### src/rtl/axis_ram_reader.sv
// Streams a circular buffer out of AXI3 memory as 16-beat bursts, buffering read
// data in a first-word-fall-through FIFO whose space is reserved before each request.
module axis_ram_reader #(
    parameter int unsigned ADDR_WIDTH       = 20,
    parameter int unsigned AXI_ID_WIDTH     = 6,
    parameter int unsigned AXI_ADDR_WIDTH   = 32,
    parameter int unsigned AXI_DATA_WIDTH   = 64,
    parameter int unsigned AXIS_TDATA_WIDTH = 64,
    parameter int unsigned FIFO_DEPTH       = 64
) (
    input  logic                        aclk,
    input  logic                        areset,
    input  logic [AXI_ADDR_WIDTH-1:0]   cfg_data,
    output logic [ADDR_WIDTH-1:0]       sts_data,
    output logic [AXI_ID_WIDTH-1:0]     m_axi_arid,
    output logic [AXI_ADDR_WIDTH-1:0]   m_axi_araddr,
    output logic [3:0]                  m_axi_arlen,
    output logic [2:0]                  m_axi_arsize,
    output logic [1:0]                  m_axi_arburst,
    output logic [3:0]                  m_axi_arcache,
    output logic                        m_axi_arvalid,
    input  logic                        m_axi_arready,
    input  logic [AXI_ID_WIDTH-1:0]     m_axi_rid,
    input  logic [AXI_DATA_WIDTH-1:0]   m_axi_rdata,
    input  logic                        m_axi_rlast,
    input  logic                        m_axi_rvalid,
    output logic                        m_axi_rready,
    output logic [AXIS_TDATA_WIDTH-1:0] m_axis_tdata,
    output logic                        m_axis_tvalid,
    input  logic                        m_axis_tready
);

    localparam int unsigned SIZE = $clog2(AXI_DATA_WIDTH / 8);
    localparam int unsigned PW   = $clog2(FIFO_DEPTH);
    localparam int unsigned CW   = PW + 1;

    typedef enum logic [1:0] {
        ST_IDLE = 2'd0,
        ST_ADDR = 2'd1,
        ST_DATA = 2'd2
    } state_t;

    logic [1:0]                  rst_sync_r;
    logic                        rst_s;
    state_t                      state_r;
    logic [ADDR_WIDTH-1:0]       addr_r;
    logic [AXI_ID_WIDTH-1:0]     id_r;
    logic [AXI_ID_WIDTH-1:0]     arid_r;
    logic [AXI_ADDR_WIDTH-1:0]   araddr_r;
    logic                        arvalid_r;
    logic                        rready_r;
    logic [CW-1:0]               resv_r;
    logic [CW-1:0]               count_r;
    logic [PW-1:0]               wr_ptr_r;
    logic [PW-1:0]               rd_ptr_r;
    logic [AXIS_TDATA_WIDTH-1:0] mem_r [FIFO_DEPTH];

    logic [CW-1:0]               credit_s;
    logic                        reserve_s;
    logic                        push_s;
    logic                        pop_s;
    logic                        tvalid_s;
    logic                        unused_s;

    // Reset asserts immediately but releases only after two clean clock edges
    always_ff @(posedge aclk or posedge areset) begin
        if (areset) begin
            rst_sync_r <= 2'b11;
        end else begin
            rst_sync_r <= {rst_sync_r[0], 1'b0};
        end
    end

    assign rst_s = rst_sync_r[1];

    // Credit counts FIFO slots neither occupied nor promised to an outstanding burst
    always_comb begin
        credit_s  = CW'(FIFO_DEPTH) - count_r - resv_r;
        reserve_s = 1'b0;
        if (state_r == ST_IDLE) begin
            reserve_s = (credit_s >= CW'(16));
        end else begin
            reserve_s = 1'b0;
        end
    end

    assign tvalid_s = (count_r != CW'(0));
    assign push_s   = m_axi_rvalid & rready_r & (state_r == ST_DATA);
    assign pop_s    = tvalid_s & m_axis_tready;

    // Burst request FSM; araddr/arid are captured on entry to ADDR so they hold while waiting
    always_ff @(posedge aclk or posedge rst_s) begin
        if (rst_s) begin
            state_r   <= ST_IDLE;
            addr_r    <= '0;
            id_r      <= '0;
            arid_r    <= '0;
            araddr_r  <= '0;
            arvalid_r <= 1'b0;
            rready_r  <= 1'b0;
        end else begin
            rready_r <= 1'b1;
            case (state_r)
                ST_IDLE: begin
                    if (reserve_s) begin
                        state_r   <= ST_ADDR;
                        arvalid_r <= 1'b1;
                        araddr_r  <= cfg_data + (AXI_ADDR_WIDTH'(addr_r) << SIZE);
                        arid_r    <= id_r;
                    end
                end
                ST_ADDR: begin
                    if (m_axi_arready) begin
                        state_r   <= ST_DATA;
                        arvalid_r <= 1'b0;
                        addr_r    <= addr_r + ADDR_WIDTH'(16);
                        id_r      <= id_r + AXI_ID_WIDTH'(1);
                    end
                end
                ST_DATA: begin
                    if (push_s && m_axi_rlast) begin
                        state_r <= ST_IDLE;
                    end
                end
                default: begin
                    state_r   <= ST_IDLE;
                    arvalid_r <= 1'b0;
                end
            endcase
        end
    end

    // Reserved-but-not-received beats: +16 per request, -1 per arriving beat
    always_ff @(posedge aclk or posedge rst_s) begin
        if (rst_s) begin
            resv_r <= '0;
        end else if (reserve_s) begin
            resv_r <= resv_r + CW'(16);
        end else if (push_s) begin
            resv_r <= resv_r - CW'(1);
        end
    end

    // FIFO storage; no reset needed since occupancy gates every read
    always_ff @(posedge aclk) begin
        if (push_s) begin
            mem_r[wr_ptr_r] <= m_axi_rdata[AXIS_TDATA_WIDTH-1:0];
        end
    end

    // FIFO pointers and occupancy
    always_ff @(posedge aclk or posedge rst_s) begin
        if (rst_s) begin
            wr_ptr_r <= '0;
            rd_ptr_r <= '0;
            count_r  <= '0;
        end else begin
            if (push_s) begin
                wr_ptr_r <= wr_ptr_r + PW'(1);
            end
            if (pop_s) begin
                rd_ptr_r <= rd_ptr_r + PW'(1);
            end
            case ({push_s, pop_s})
                2'b10:   count_r <= count_r + CW'(1);
                2'b01:   count_r <= count_r - CW'(1);
                default: count_r <= count_r;
            endcase
        end
    end

    assign sts_data      = addr_r;
    assign m_axi_arid    = arid_r;
    assign m_axi_araddr  = araddr_r;
    assign m_axi_arlen   = 4'd15;
    assign m_axi_arsize  = 3'(SIZE);
    assign m_axi_arburst = 2'b01;
    assign m_axi_arcache = 4'b1111;
    assign m_axi_arvalid = arvalid_r;
    assign m_axi_rready  = rready_r;
    assign m_axis_tvalid = tvalid_s;
    assign m_axis_tdata  = mem_r[rd_ptr_r];

    assign unused_s = ^{m_axi_rid, m_axi_rdata};

endmodule

### config.mk
export PLATFORM = sky130hd
export DESIGN_NAME = axis_ram_reader
export DESIGN_NICKNAME = d
export VERILOG_FILES = /design/src/rtl/axis_ram_reader.sv
export SDC_FILE = /design/constraint.sdc
export NUM_CORES = 2
export LEC_CHECK = 0
export ABC_AREA = 1
export ABC_CLOCK_PERIOD_IN_PS = 5400
export CORE_MARGIN = 2
export CORE_UTILIZATION = 40
export CTS_CLUSTER_SIZE = 40
export DETAILED_ROUTE_END_ITERATION = 16
export PLACE_DENSITY = 0.54
export SLEW_MARGIN = 30
export SYNTH_ARGS = -nofsm -noshare
export SYNTH_HDL_FRONTEND = slang
export SYNTH_SLANG_ARGS = --single-unit
### constraint.sdc
create_clock -name aclk -period 5.4 [get_ports aclk]
set_input_delay 1.08 -clock aclk [delete_from_list [all_inputs] [get_ports aclk]]
set_output_delay 1.08 -clock aclk [all_outputs]
set_load 0.02 [all_outputs]
==> flow_summary.toml <==
[placement]
gp_congestion = 0.8025
port-buffer-count = 222
pre_cts_slack_ns = 0.9285
placed_cell_area_sq_um = 177900
place_hpwl_mm = 276.5

[timing]
timing.final.ws_setup_ns = 0.09300
rsz0062_at_grt = "yes"
fmax_mhz = 188.4
clock_skew_ns = 0.04963
setup_viol = 0
fin_crit_sh = 0.9828
drv_slew = 0
hold_violations = 0
tightestPinTransition_ns = 1.040
min_period_ns = 5.307
relSlewSlack = 0.3065
hold_slack_ns = 0.3366

[setup_path]
cp_max_fo = 50
worstSetupPathType = "reg2out"
endpoint_kind = "output port"
critPathLaunchType = "register"
worst_ep_required_time_ns = 4.32
worstPathArrival_ns = 4.23

[yosys]
postSynthAreaPerCell_sq_um = 12.71
yosys.cell_types.count = 33
synth_area_sq_um = 167200
ys_warn_count = 0
synthArstFlopShare = 0.02197
ys_ff_latch = 4188
ys.flop_type = "edfxtp_1"
seq_area_frac_synth = 0.7496
synth_cells = 13150
yosysTopAreaCellShare = 0.7359
yosysMostFrequentCell = "edfxtp_1"
synth_edf_count = 4096
synth_commonest_cells = "4096 x edfxtp_1, 3041 x nor2_1, 1974 x o21ai_0"
yosys-top-cells-area = "edfxtp_1 74%, nor2_1 6.8%, o21ai_0 5.9%"
synth_top_area_cell = "edfxtp_1"

[global_routing]
antenna_found_initial = 49
grt_max_degree = 186
grt_pass1_vias = 100700
grt.total_usage = 0.2473
grt_pass1_wl_mm = 757.2
overflow = 0

[clock_tree]
cts_buffers = 436
root_buffer = "clkbuf_16"
path_clk_slew_ns = 0.06
clk_latency_ns = 1.01
clkSinkCount = 4188
cts_tree = "done"
htreeDepth = 5
hold_buffers = 0
clock_path_buffers = 4

[floorplan]
core_sq_um = 416300
die_x_um = 650.4
num_rows = 237
start_util = 0.4015
die_area_sq_um = 423100
num_io_pins = 246
fp.dieH_um = 650.4

[pwr]
p_per_area_nw_per_um2 = 520.0
p_switching_mw = 36.94
p_clk_frac = 0.286
peakVddDrop_uv = 659.9
comb_power_share = 0.347
power_leakage_nw = 62.14
p_seq_frac = 0.367
netSwitchingFraction = 0.3713
intPower_mw = 62.54

[routing]
via_per_inst = 5.661
drt_pass1_iterations = 6
ant_nets = 0
vias = 108600
drc_errors = 0
wirelength_mm = 538.2
wire_per_inst_um = 28.05
drt_iter0_markers = 13360

[run_status]
status = "finished clean"

[finish]
layout-drive-gt1-share = 0.08406
fin_area_sq_um = 191300
fillers = 37300
final_nets = 13480
area.growth.synth_to_final_pct = 14.45

[job]
cap_violations = 0

[min_path]
hp-class = "reg2async"
cell type report:
type                            instances  area (sq um)  area share
Clock inverter                        231          1769    0.009248
Clock buffer                          564         11460     0.05993
Sequential cell                      4188        125300      0.6551
Tap cell                             5497          6878     0.03595
Multi-Input combinational cell       7914         37450      0.1958
Timing Repair Buffer                  606          7669     0.04009
Inverter                              177         725.7    0.003794
Antenna cell                            7         17.52  0.00009157
logic make-up (layout without fill, tap and decap cells):
kind of cell,Yosys count,in the layout,synth area share
adders and majority gates,44,44,0.003428
buffers and inverters,1068,1578,0.02972
AOI/OAI and AO/OA,3323,3323,0.1090
xor gates and xnor gates,45,45,0.002358
other,2,26,0.00004493
DFF,4188,4188,0.7496
and+or+nand+nor,4483,4483,0.1058
layer usage:
metal	wire length, um	GRT usage
met5	44	0
met4	16450	0.07351
met3	39510	0.03134
met2	253500	0.4011
met1	228700	0.3489
state kept, by name, indices dropped and copies added (netlist names):
register       cells
count_r            7
sts_data          16
m_axi_araddr      32
m_axi_rready       1
id_r               6
wr_ptr_r           6
state_r            2
mem_r           4096
m_axi_arvalid      1
m_axi_arid         6
rd_ptr_r           6
rst_sync_r         2
resv_r             7
power by group through the flow:
stage / logic (mW) / clock network (mW) / registers (mW)
5_1_grt: 37.7 / 30.0 / 36.5
6_report: 34.5 / 28.4 / 36.5
2_1_floorplan: 21.0 / 0 / 37.2
3_5_place_dp: 34.5 / 0 / 37.2
3_3_place_gp: 34.3 / 0 / 37.2
4_1_cts: 34.6 / 28.8 / 36.5
timing repair:
action,CTS,global route
buffers inserted,1,0
pin swaps,0,0
gates cloned,0,0
gates resized for setup,1,10
endpoints found under the setup margin,6,28
final timing paths:
kind / start / end / slack [ns] / cells past startpoint
setup / recovery: rd_ptr_r[1] / m_axis_tdata[61] / 0.09 / 8
hold / removal: rst_sync_r[1] / count_r[0] / 0.34 / 1
setup reg to reg: count_r[1] / m_axi_araddr[26] / 1.87 / 15
hold reg to reg: rst_sync_r[1] / count_r[0] / 0.34 / 1
max in group asynchronous: rst_sync_r[1] / m_axi_araddr[25] / 3.79 / 2
min in group aclk: rst_sync_r[0] / rst_sync_r[1] / 0.35 / 0
critical path: stages, from the launching register on:
cell and delay (ns):
dfrtp_4 0.85, buf_4 0.60, o21ai_0 0.19, o211ai_1 0.21
nand3_1 0.12, nand2_1 0.12, nand3_1 0.10, nand2_1 0.30
clkdlybuf4s50_1 0.68
cell usage in the layout, fill, tap and decap left out, types with 7 or more instances in the layout:
cell type / instances
a21oi_1: 322
buf_12: 224
buf_2: 7
buf_4: 265
bufinv_16: 19
clkbuf_1: 123
clkbuf_16: 438
clkdlybuf4s50_1: 102
clkinv_1: 114
clkinv_2: 65
clkinv_8: 10
clkinvlp_4: 9
conb_1: 19
dfrtp_1: 85
diode_2: 7
edfxtp_1: 4096
ha_1: 41
inv_1: 168
inv_6: 13
nand2_1: 792
nand3_1: 601
nand4_1: 21
nor2_1: 2978
nor2_4: 64
nor3_1: 10
o211ai_1: 513
o21ai_0: 1974
o21ai_1: 269
o22ai_1: 245
xnor2_1: 14
xor2_1: 31
through the flow:
stage	power [mW]	util	std cells	setup TNS [ns]
6_report	99.47	0.4595	19180	0
5_1_grt	104.2	0.4595	19180	-0.05685
4_1_cts	99.97	0.4591	19180	-0.0008864
3_5_place_dp	71.69	0.4272	18380	0
3_3_place_gp	71.56	0.4268	18370	0
2_1_floorplan	58.14	-	13170	0
No activity file was read; power rests on OpenSTA's default activity.
